--- config.mk ---
export PLATFORM = sky130hd
export DESIGN_NAME = rv32_inst_encoder
export DESIGN_NICKNAME = d
export VERILOG_FILES = /design/src/rtl/rv32_inst_encoder.sv
export SDC_FILE = /design/constraint.sdc
export NUM_CORES = 1
export LEC_CHECK = 0
export ABC_AREA = 0
export CAP_MARGIN = 5
export CORE_ASPECT_RATIO = 2
export CORE_MARGIN = 1
export CORE_UTILIZATION = 48
export CTS_BUF_LIST = sky130_fd_sc_hd__clkbuf_16
export DETAILED_ROUTE_END_ITERATION = 12
export PLACE_DENSITY = 0.86
export SKIP_CTS_REPAIR_TIMING = 1
export SLEW_MARGIN = 20
export SYNTH_ARGS = -nofsm -noshare
export SYNTH_HDL_FRONTEND = slang
export SYNTH_SLANG_ARGS = --single-unit
--- constraint.sdc ---
create_clock -name clk -period 5.5 [get_ports clk]
set_clock_uncertainty 0.1 [all_clocks]
set_input_delay 0.55 -clock clk [delete_from_list [all_inputs] [get_ports clk]]
set_output_delay 0.55 -clock clk [all_outputs]
set_load 0.01 [all_outputs]
--- src/rtl/rv32_inst_encoder.sv ---
// Purpose: encodes symbolic RV32I requests (R-type, OP-IMM, load, store) and writes them sequentially into imem.
// Latency: accept at edge N drives imem_we/imem_addr/imem_wdata from edge N to N+1; done/err also rise at edge N.
// Backpressure: in_ready is high only while LOADing; every request presented in LOAD is taken in one cycle.
//
// Ports:
//   clk, reset (async, active low)      clock and reset
//   start                               pulse; begins a new load at address 0 (ignored while loading)
//   in_valid/in_ready, in_op, in_rd,
//   in_rs1, in_rs2, in_imm, in_last     request stream
//   imem_we, imem_addr, imem_wdata      instruction-memory write port (registered)
//   busy, done, err, count              status: LOAD / DONE / ERR state and words accepted
module rv32_inst_encoder #(
  parameter int ADDR_W    = 8,
  parameter int MAX_WORDS = 256
) (
  input  logic              clk,
  input  logic              reset,
  input  logic              start,
  input  logic              in_valid,
  output logic              in_ready,
  input  logic [4:0]        in_op,
  input  logic [4:0]        in_rd,
  input  logic [4:0]        in_rs1,
  input  logic [4:0]        in_rs2,
  input  logic [11:0]       in_imm,
  input  logic              in_last,
  output logic              imem_we,
  output logic [ADDR_W-1:0] imem_addr,
  output logic [31:0]       imem_wdata,
  output logic              busy,
  output logic              done,
  output logic              err,
  output logic [ADDR_W:0]   count
);

  localparam logic [ADDR_W:0] MAX_CNT = (ADDR_W+1)'(MAX_WORDS);

  typedef enum logic [1:0] {S_IDLE, S_LOAD, S_DONE, S_ERR} state_t;
  typedef enum logic [2:0] {K_R, K_I, K_SH, K_LD, K_ST} kind_t;

  state_t              state_q, state_d;
  logic [ADDR_W:0]     cnt_q, cnt_d;
  logic                we_q, we_d;
  logic [ADDR_W-1:0]   addr_q, addr_d;
  logic [31:0]         wdata_q, wdata_d;

  // Encoder: classify op, pick funct3 and the funct7 "alternate" bit, then assemble.
  kind_t       kind;
  logic [2:0]  f3;
  logic        alt;
  logic        enc_legal;
  logic [31:0] enc_word;

  always_comb begin
    kind      = K_R;
    f3        = 3'b000;
    alt       = 1'b0;
    enc_legal = 1'b1;
    case (in_op)
      5'd0:  begin kind = K_R;  f3 = 3'b000; end
      5'd1:  begin kind = K_R;  f3 = 3'b000; alt = 1'b1; end
      5'd2:  begin kind = K_R;  f3 = 3'b001; end
      5'd3:  begin kind = K_R;  f3 = 3'b010; end
      5'd4:  begin kind = K_R;  f3 = 3'b011; end
      5'd5:  begin kind = K_R;  f3 = 3'b100; end
      5'd6:  begin kind = K_R;  f3 = 3'b101; end
      5'd7:  begin kind = K_R;  f3 = 3'b101; alt = 1'b1; end
      5'd8:  begin kind = K_R;  f3 = 3'b110; end
      5'd9:  begin kind = K_R;  f3 = 3'b111; end
      5'd10: begin kind = K_I;  f3 = 3'b000; end
      5'd11: begin kind = K_I;  f3 = 3'b010; end
      5'd12: begin kind = K_I;  f3 = 3'b011; end
      5'd13: begin kind = K_I;  f3 = 3'b100; end
      5'd14: begin kind = K_I;  f3 = 3'b110; end
      5'd15: begin kind = K_I;  f3 = 3'b111; end
      5'd16: begin kind = K_SH; f3 = 3'b001; end
      5'd17: begin kind = K_SH; f3 = 3'b101; end
      5'd18: begin kind = K_SH; f3 = 3'b101; alt = 1'b1; end
      5'd19: begin kind = K_LD; f3 = 3'b000; end
      5'd20: begin kind = K_LD; f3 = 3'b001; end
      5'd21: begin kind = K_LD; f3 = 3'b010; end
      5'd22: begin kind = K_LD; f3 = 3'b100; end
      5'd23: begin kind = K_LD; f3 = 3'b101; end
      5'd24: begin kind = K_ST; f3 = 3'b000; end
      5'd25: begin kind = K_ST; f3 = 3'b001; end
      5'd26: begin kind = K_ST; f3 = 3'b010; end
      default: enc_legal = 1'b0;
    endcase
  end

  always_comb begin
    enc_word = 32'd0;
    case (kind)
      K_R:  enc_word = {1'b0, alt, 5'b00000, in_rs2, in_rs1, f3, in_rd, 7'b0110011};
      K_I:  enc_word = {in_imm, in_rs1, f3, in_rd, 7'b0010011};
      // Shift amount is only imm[4:0]; the upper immediate bits are replaced by funct7.
      K_SH: enc_word = {1'b0, alt, 5'b00000, in_imm[4:0], in_rs1, f3, in_rd, 7'b0010011};
      K_LD: enc_word = {in_imm, in_rs1, f3, in_rd, 7'b0000011};
      K_ST: enc_word = {in_imm[11:5], in_rs2, in_rs1, f3, in_imm[4:0], 7'b0100011};
      default: enc_word = 32'd0;
    endcase
  end

  assign in_ready = (state_q == S_LOAD);

  always_comb begin
    state_d = state_q;
    cnt_d   = cnt_q;
    we_d    = 1'b0;
    addr_d  = addr_q;
    wdata_d = wdata_q;
    case (state_q)
      S_LOAD: begin
        if (in_valid) begin
          // A full program or an unknown op both abort the load without writing.
          if (!enc_legal || cnt_q == MAX_CNT) begin
            state_d = S_ERR;
          end else begin
            we_d    = 1'b1;
            addr_d  = cnt_q[ADDR_W-1:0];
            wdata_d = enc_word;
            cnt_d   = cnt_q + 1'b1;
            if (in_last) state_d = S_DONE;
          end
        end
      end
      default: begin
        if (start) begin
          state_d = S_LOAD;
          cnt_d   = '0;
        end
      end
    endcase
  end

  always_ff @(posedge clk or negedge reset) begin
    if (!reset) begin
      state_q <= S_IDLE;
      cnt_q   <= '0;
      we_q    <= 1'b0;
      addr_q  <= '0;
      wdata_q <= 32'd0;
    end else begin
      state_q <= state_d;
      cnt_q   <= cnt_d;
      we_q    <= we_d;
      addr_q  <= addr_d;
      wdata_q <= wdata_d;
    end
  end

  assign imem_we    = we_q;
  assign imem_addr  = addr_q;
  assign imem_wdata = wdata_q;
  assign busy       = (state_q == S_LOAD);
  assign done       = (state_q == S_DONE);
  assign err        = (state_q == S_ERR);
  assign count      = cnt_q;

endmodule

---- After elaboration in Yosys (flattened, before gate mapping) ----
Cells that the tools add are included.
storage, ports and cells
  flip-flop bits (word level) ............. 52
  input bits .............................. 37
  output and inout bits ................... 54
  logic and storage cells ................. 82
cells by class
  add/subtract/negate cells ............... 1
  eq/ne operators ......................... 37
  muxes and demuxes ....................... 17
  bitwise operators ....................... 1
  reductions and logical operators ........ 21
operators with widths
  operator                                              number
  case mux 32 bit (5 select lines)                      1
  equality test 5 bit (second input constant)           11
  equality test 5 x 4 -> 1 bit (second input constant)  8
  2-to-1 mux 9 bit                                      4
  OR reduction 27 bit                                   1
  case mux 3 bit (7 select lines)                       1
  equality test 5 x 3 -> 1 bit (second input constant)  4
  case mux 3 bit (4 select lines)                       1
  OR reduction 3 bit                                    4
  equality test 5 x 2 -> 1 bit (second input constant)  2
  2-to-1 mux 2 bit                                      5
  OR reduction 5 bit                                    2
  adder 9 x 1 -> 9 bit (second input constant)          1
  equality test 9 bit (second input constant)           1
  AND reduction 3 bit                                   3
  OR reduction 4 bit                                    2
  equality test 3 x 2 -> 1 bit (second input constant)  2
  OR reduction 2 bit                                    3
  OR reduction 6 bit                                    1
  equality test 5 x 1 -> 1 bit (second input constant)  1
  logical NOT 5 bit                                     1
  2-to-1 mux 1 bit                                      5
  equality test 2 bit (second input constant)           2
  inequality test 2 bit (second input constant)         2
  9 further kinds                                       9

---- Longest topological paths before layout ----
Gate-level depths: netlist of run 1.
  word-level depth ........................ 8
  mapped depth ............................ 8
  gate-level depth less buffers ........... 7

---- Worst setup path after synthesis of run 1 ----
No wires, ideal clock.
  path type ............................... reg-to-reg
  from .................................... register cnt_q[0], in the netlist count[0]
  to ...................................... register wdata_q[25], in the netlist imem_wdata[25]
  arrival ................................. 1.782 ns
  setup slack ............................. 3.550 ns
  cell stages (with the launch flop) ...... 7
  path buffers ............................ 0
  clock period less this slack ............ 1.950 ns
  cell sequence ........................... dfrtp_1 -> inv_1 -> ha_1 -> nand4bb_1 -> o221ai_4 -> a2111oi_2 -> a22o_1
on the way
  cells in the longest elaborated chain, start to end .. 4
RTL lines
  element                        line  RTL
  start: declaration             42    logic [ADDR_W:0] cnt_q, cnt_d;
  start signal: assignment       145   cnt_q <= cnt_d;
  equality test 9 bit            116   if (!enc_legal || cnt_q == MAX_CNT) begin
  logical OR 1 bit               116
  NOT 1 bit (no line)            --
  AND reduction 3 bit (no line)  --
  end signal: assignment         148   wdata_q <= wdata_d;
  end: declaration               45    logic [31:0] wdata_q, wdata_d;
No other way between the ends.
A chain may end at the register's enable or synchronous reset.

---- Worst setup path in the final report of run 1 ----
  from .................................... input in_op[3]
  to ...................................... register cnt_q[1], in the netlist count[1]
on the way
  cells in the longest elaborated chain, start to end .. 7
  elaborated cells between the ends (all ways) .. 33
RTL lines
  element                                            line  RTL
  start: declaration                                 21    input logic [4:0] in_op,
  equality test 5 bit, or another cell as far along  59    case (in_op)
  OR reduction 27 bit (no line) (*)                  --
  2-to-1 mux 1 bit (*)                               59
  logical NOT 1 bit (*)                              116
  logical OR 1 bit (*)                               116
  inequality test 2 bit (no line) (*)                --
  AND reduction 3 bit (no line) (*)                  --
Mark *: on every way between the ends. The rest lies on a longest branch, timed or not.

==> flow_summary.ini, run 1 <==
[outcome]
run_status = finished, final reports clean

[synth]
postSynthRegisterBits = 48
synth.distinct_cells = 49
async_flop_share_pct = 100
synth_top_cells_by_count = sky130_fd_sc_hd__nand2_1, sky130_fd_sc_hd__dfrtp_1, sky130_fd_sc_hd__o21ai_0, sky130_fd_sc_hd__mux2i_1, sky130_fd_sc_hd__nor2_1
synth.yosys.seq_area_share_pct = 49.7
synth_top_family_by_area = simple AND/OR/NAND/NOR gates
yosys.cell_count.top_type = sky130_fd_sc_hd__nand2_1
post_synth_mux_area_share_pct = 5.85
synth_top_flop_cell = sky130_fd_sc_hd__dfrtp_1
post_synth.cell_area_avg_um2 = 9.75
ys.warnings.count = 0
yosys.area.top_type = sky130_fd_sc_hd__dfrtp_1
yosys.area_share.adder_pct = 1.04
synth_simple_gate_area_share_pct = 19.1
syn-cell-area_um2 = 2420
yosys.area_share.xor_xnor_pct = 0.362
syn-instance-count = 248
synth_compound_gate_area_share_pct = 16.7
synthDominantCellAreaShare_pct = 49.7
leading_cell_types_by_total_area_after_synthesis = sky130_fd_sc_hd__dfrtp_1, sky130_fd_sc_hd__nand2_1, sky130_fd_sc_hd__mux2i_1
number_of_enable_flip_flop_cells_after_synthesis = 0

[drt]
drt-initial-drc-count = 38
vias = 2090
avgViaCountPerCell = 5.43
drt_wl_total_um = 5890
detail-route-antenna-nets = 0
wl_per_cell_um = 15.3
drt_drc_violations_left = 0
drt_pass1_iterations = 4

[pwr]
power.share.sequential_pct = 39.8
leakage_uw = 0.00152
fin_total_pwr_uw = 1240
power.combinational.fraction_pct = 33.2
pwr_cell_area_nw_per_um2 = 367
intPower_uw = 872
switching_power_uw = 372
power.switching_fraction_pct = 29.9
irDropWorstVdd_mv = 0.290
power_frac_clock_pct = 27.1

[critical_path]
timing.critical_path.cells = clkdlybuf4s50_1 -> nand2_1 -> o221ai_4 -> buf_4 -> inv_2 -> o31ai_1
cp_slowest_cell = sky130_fd_sc_hd__clkdlybuf4s50_1
required_ns = 5.57
worstSetupPathType = in -> reg
cp_slowest_stage_delay_ns = 0.71
worstSetupStartpointType = primary input
critPathMaxFanout = 51
cp-end-kind = register
critical_path_arrival_ns = 3.03

[place]
dpl_cell_area_um2 = 3230
post-place-cells = 377
globalplace.congestion = 0.791
place.detailed.hpwl_um = 4200
placement.io_buffers = 87

[floorplanning]
initial_core_util_pct = 49.7
num_io_pins = 91
dieWidth_um = 52.2
die_footprint_um2 = 5340
die_height_um = 102
placementRows = 36
core_um2 = 4860

[finish]
final_nets = 366
instances_no_fill = 385
area_delta_synth_final_pct = 40.4
n_antenna_cell = 0
share_of_cells_above_drive_strength_1_pct = 5.18
post_route_cell_area_um2 = 3390

[global_route]
grt_antenna_before_repair = 0
grt_start_max_net_pins = 52
grt_first_pass_wirelength_um = 9390
global_route.overflow_total = 0
first_global_vias = 2072
gr-usage-all-layers_pct = 23.7

[cts]
cts_tree = yes
clk_latency_ns = 0.29
cts_max_path_bufs = 2
cts_made_buffers = 5
ctsRootBufferMaster = sky130_fd_sc_hd__clkbuf_16
htree_num_levels = 2
clk_pin_slew_ns = 0.06
cts.sink_count = 48

[sta]
finalCriticalPeriod_ns = 2.96
setup_tns_ns = 0
timing.final.hold_violations = 0
tightestPinTransition_ns = 0.711
fmax_ghz = 0.338
finalSetupViolCount = 0
fin_crit_sh_pct = 53.8
rsz0062_at_grt = no
number_of_max_slew_violations_in_the_final_report = 0
maxSlewHeadroom_pct = 52.3

[min_path]
worst_hold_check_path_type = in -> async

[run]
timing.max_cap.violations = 0
==> metrics by stage <==
stage	worst slack [ns]	hold slack, ns	utilization, %
4_1_cts	2.55	0.378	69.7
5_1_grt	2.31	0.225	69.8
2_1_floorplan	3.55	0.154	-
6_report	2.54	0.169	69.8
3_3_place_gp	2.35	0.363	66.3
3_5_place_dp	2.28	0.362	66.3
==> worst max-delay path, delay by kind of cell <==
| family | cells | cell delay [ns] |
|---|---|---|
| simple gates | 1 | 0.24 |
| buf+inv | 3 | 1.49 |
| compound gates | 2 | 0.74 |
==> power groups by stage <==
stage / logic (uW) / registers [uW] / clock network [uW]
2_1_floorplan: 157 / 530 / 0
3_3_place_gp: 408 / 499 / 0
3_5_place_dp: 414 / 501 / 0
4_1_cts: 418 / 496 / 345
5_1_grt: 452 / 507 / 354
6_report: 413 / 495 / 337
==> metal layers <==
layer | routed length, um | part of all wire [%] | vias to the layer above | GRT usage [%]
met2 | 3430 | 58 | 51 | 45.7
met5 | 0 | 0 | - | 0
met1 | 2130 | 36 | 1013 | 24.2
met3 | 204 | 3.5 | 9 | 3.72
li1 | - | - | 1017 | -
met4 | 120 | 2.0 | 0 | 9.72
==> sequential cells by signal (all words and copies together), names as in the netlist <==
register and flops:
imem_wdata 28, count 9, imem_addr 8, state_q 2, imem_we 1
==> cells by family (layout without fill, tap and decap cells) <==
family | after synthesis | count (layout)
other | 1 | 3
AOI/OAI and AO/OA | 57 | 57
and+or+nand+nor | 99 | 99
DFF | 48 | 48
adders and majority gates | 2 | 2
xor gates and xnor gates | 1 | 1
muxes | 14 | 14
buffers and inverters | 26 | 104
==> cell type report <==
class / instances / area [um^2]
clock buffer: 5 / 125
sequential: 48 / 1200
timing repair buffer: 88 / 876
fill: 384 / 1470
tap: 57 / 71.3
clock inverter: 3 / 38.8
multi-input combinational: 176 / 1050
inverter: 8 / 30.0
==> final timing paths <==
kind | from | endpoint | slack [ns] | depth (start not counted)
min in group clk | imem_addr[7] | imem_addr[7] | 0.38 | 2
setup reg to reg | count[3] | count[1] | 2.77 | 5
max in group asynchronous | reset | imem_wdata[29] | 4.72 | 1
setup / recovery | in_op[3] | count[1] | 2.54 | 6
hold reg to reg | imem_addr[7] | imem_addr[7] | 0.38 | 2
hold / removal | reset | imem_wdata[22] | 0.17 | 1
==> layout by cell type (no fill, tap or decap), drive strengths merged, types with 2 or more instances in the layout <==
cell type,Yosys,layout
clkdlybuf4s50,0,86
nand2,60,60
dfrtp,48,48
o21ai,21,21
mux2i,13,13
nor2,10,10
inv,8,9
nand2b,6,6
a22o,6,6
a21oi,6,6
o22ai,5,5
clkbuf,2,5
nand3,5,5
a31oi,4,4
o31ai,4,4
or4,4,4
and2,3,3
nand4,3,3
conb,1,3
a21o,2,2
o211ai,2,2
ha,2,2
buf,16,2
No activity file was read; power rests on OpenSTA's default activity.
==> run 2, diff against run 1 <==
Settings changed: CORE_UTILIZATION 48 to 44, PLACE_DENSITY 0.86 to 0.8.
Clock period 5.5 ns to 3.1 ns, I/O delays scaled along.
==> flow_summary.ini, run 2 (synthesis results as in run 1) <==
[floorplanning]
core_um2 = 5230
num_io_pins = 91
initial_core_util_pct = 46.2
dieWidth_um = 54.4
die_height_um = 107
die_footprint_um2 = 5810
placementRows = 37

[drt]
drt_drc_violations_left = 0
vias = 2122
avgViaCountPerCell = 5.47
wl_per_cell_um = 15.8
drt_wl_total_um = 6140
drt-initial-drc-count = 67
detail-route-antenna-nets = 0
drt_pass1_iterations = 4

[finish]
multiInputGateArea_um2 = 1050
seqCellArea_um2 = 1200
final_common_cell = sky130_fd_sc_hd__clkdlybuf4s50_1
n_antenna_cell = 0
final_nets = 369
instances_no_fill = 388
share_of_cells_above_drive_strength_1_pct = 5.45
filler_cell_count = 435
largest_register_ffs = 28
area_delta_synth_final_pct = 40.2
leading_cell_types_in_the_layout_fill_and_taps_excluded = sky130_fd_sc_hd__clkdlybuf4s50_1, sky130_fd_sc_hd__nand2_1, sky130_fd_sc_hd__dfrtp_1

[global_route]
gr-usage-all-layers_pct = 23.3
groute.layer.met1.usage_pct = 23.8
grt_antenna_before_repair = 0
first_global_vias = 2118
global_route.overflow_total = 0
grt.met2_usage_pct = 41.6
grt_start_max_net_pins = 49
grt_most_used_layer = met2
gr-usage-met3_pct = 4.26
grt_first_pass_wirelength_um = 9740

[pwr]
fin_total_pwr_uw = 2130
pwr_cell_area_nw_per_um2 = 628
irDropWorstVdd_mv = 0.599
leakage_uw = 0.00152

[outcome]
run_status = finished, final reports clean

[cts]
cts.sink_count = 48
ctsRootBufferMaster = sky130_fd_sc_hd__clkbuf_16
cts_tree = yes
cts_made_buffers = 5
cts_max_path_bufs = 2
clk_latency_ns = 0.29
htree_num_levels = 2
clk_pin_slew_ns = 0.06

[critical_path]
worstSetupStartpointType = register
timing.rr.start = count[2]
r2r_cell_count = 5
critical_path_arrival_ns = 2.67
crit-reg2reg-capture = count[4]
cp-end-kind = register
regToRegSetupSlack_ns = 0.53
critPathMaxFanout = 24
required_ns = 3.20
worstSetupPathType = reg -> reg

[place]
place.detailed.hpwl_um = 4510
globalplace.congestion = 0.840
post-place-cells = 380
placement.io_buffers = 87

[min_path]
hold_depth = 2
timing.hold.worst.start = imem_wdata[11]
worst_hold_check_path_type = reg -> reg
hold_path_end = imem_wdata[11]

[run]
timing.max_cap.violations = 0

[sta]
finalCriticalPeriod_ns = 2.57
number_of_max_slew_violations_in_the_final_report = 0
timing.final.hold_violations = 0
rsz0062_at_grt = no
fmax_ghz = 0.389
setup_tns_ns = 0
tightestPinTransition_ns = 0.664
finalSetupViolCount = 0
fin_crit_sh_pct = 82.9
maxSlewHeadroom_pct = 55.7
run 2: power breakdown:
group | internal [uW] | switching, uW | leakage [uW]
Sequential | 770 | 105 | 0.000612
Combinational | 407 | 337 | 0.000841
Clock | 290 | 219 | 0.0000709
run 2: worst max-delay path: stages (launching register included):
cell and delay, ns:
sky130_fd_sc_hd__dfrtp_1 0.48, sky130_fd_sc_hd__or4_4 0.59, sky130_fd_sc_hd__o221ai_4 0.52, sky130_fd_sc_hd__inv_2 0.36, sky130_fd_sc_hd__nand4_1 0.21, sky130_fd_sc_hd__mux2i_1 0.22
run 2: final cells by class:
type | count | share of cell area [%]
clock buffer | 5 | 3.69
clock inverter | 2 | 0.258
inverter | 8 | 0.886
multi-input combinational | 176 | 31.0
sequential | 48 | 35.4
tap | 58 | 2.14
timing repair buffer | 91 | 26.6
run 2: per-stage QoR:
stage / hold WS, ns / worst slack [ns] / utilization, % / area [um^2]
finish: 0.379 / 0.531 / 64.8 / 3390
global route: 0.412 / 0.324 / 64.8 / 3390
CTS: 0.160 / 0.524 / 64.6 / 3380
detailed placement: 0.362 / 0.276 / 62.0 / 3240
global placement: 0.361 / 0.378 / 62.0 / 3240
floorplan: -0.0856 / 1.15 / - / 2420
run 2: how the worst max path moves through the flow:
stage,start,slack [ns],depth (start not counted),end
after floorplan,count[0],1.15,6,imem_wdata[25]
after global placement,in_op[4],0.38,6,count[3]
after detailed placement,in_op[3],0.28,6,count[4]
after CTS,count[3],0.52,5,count[3]
after global routing,in_op[4],0.32,6,count[4]
final,count[2],0.53,5,count[4]
run 2: per-layer routing:
layer,vias to the layer above,share of wire [%]
met1,1025,36
met3,17,2.9
met5,-,0
li1,1015,-
met2,65,57
met4,0,3.4
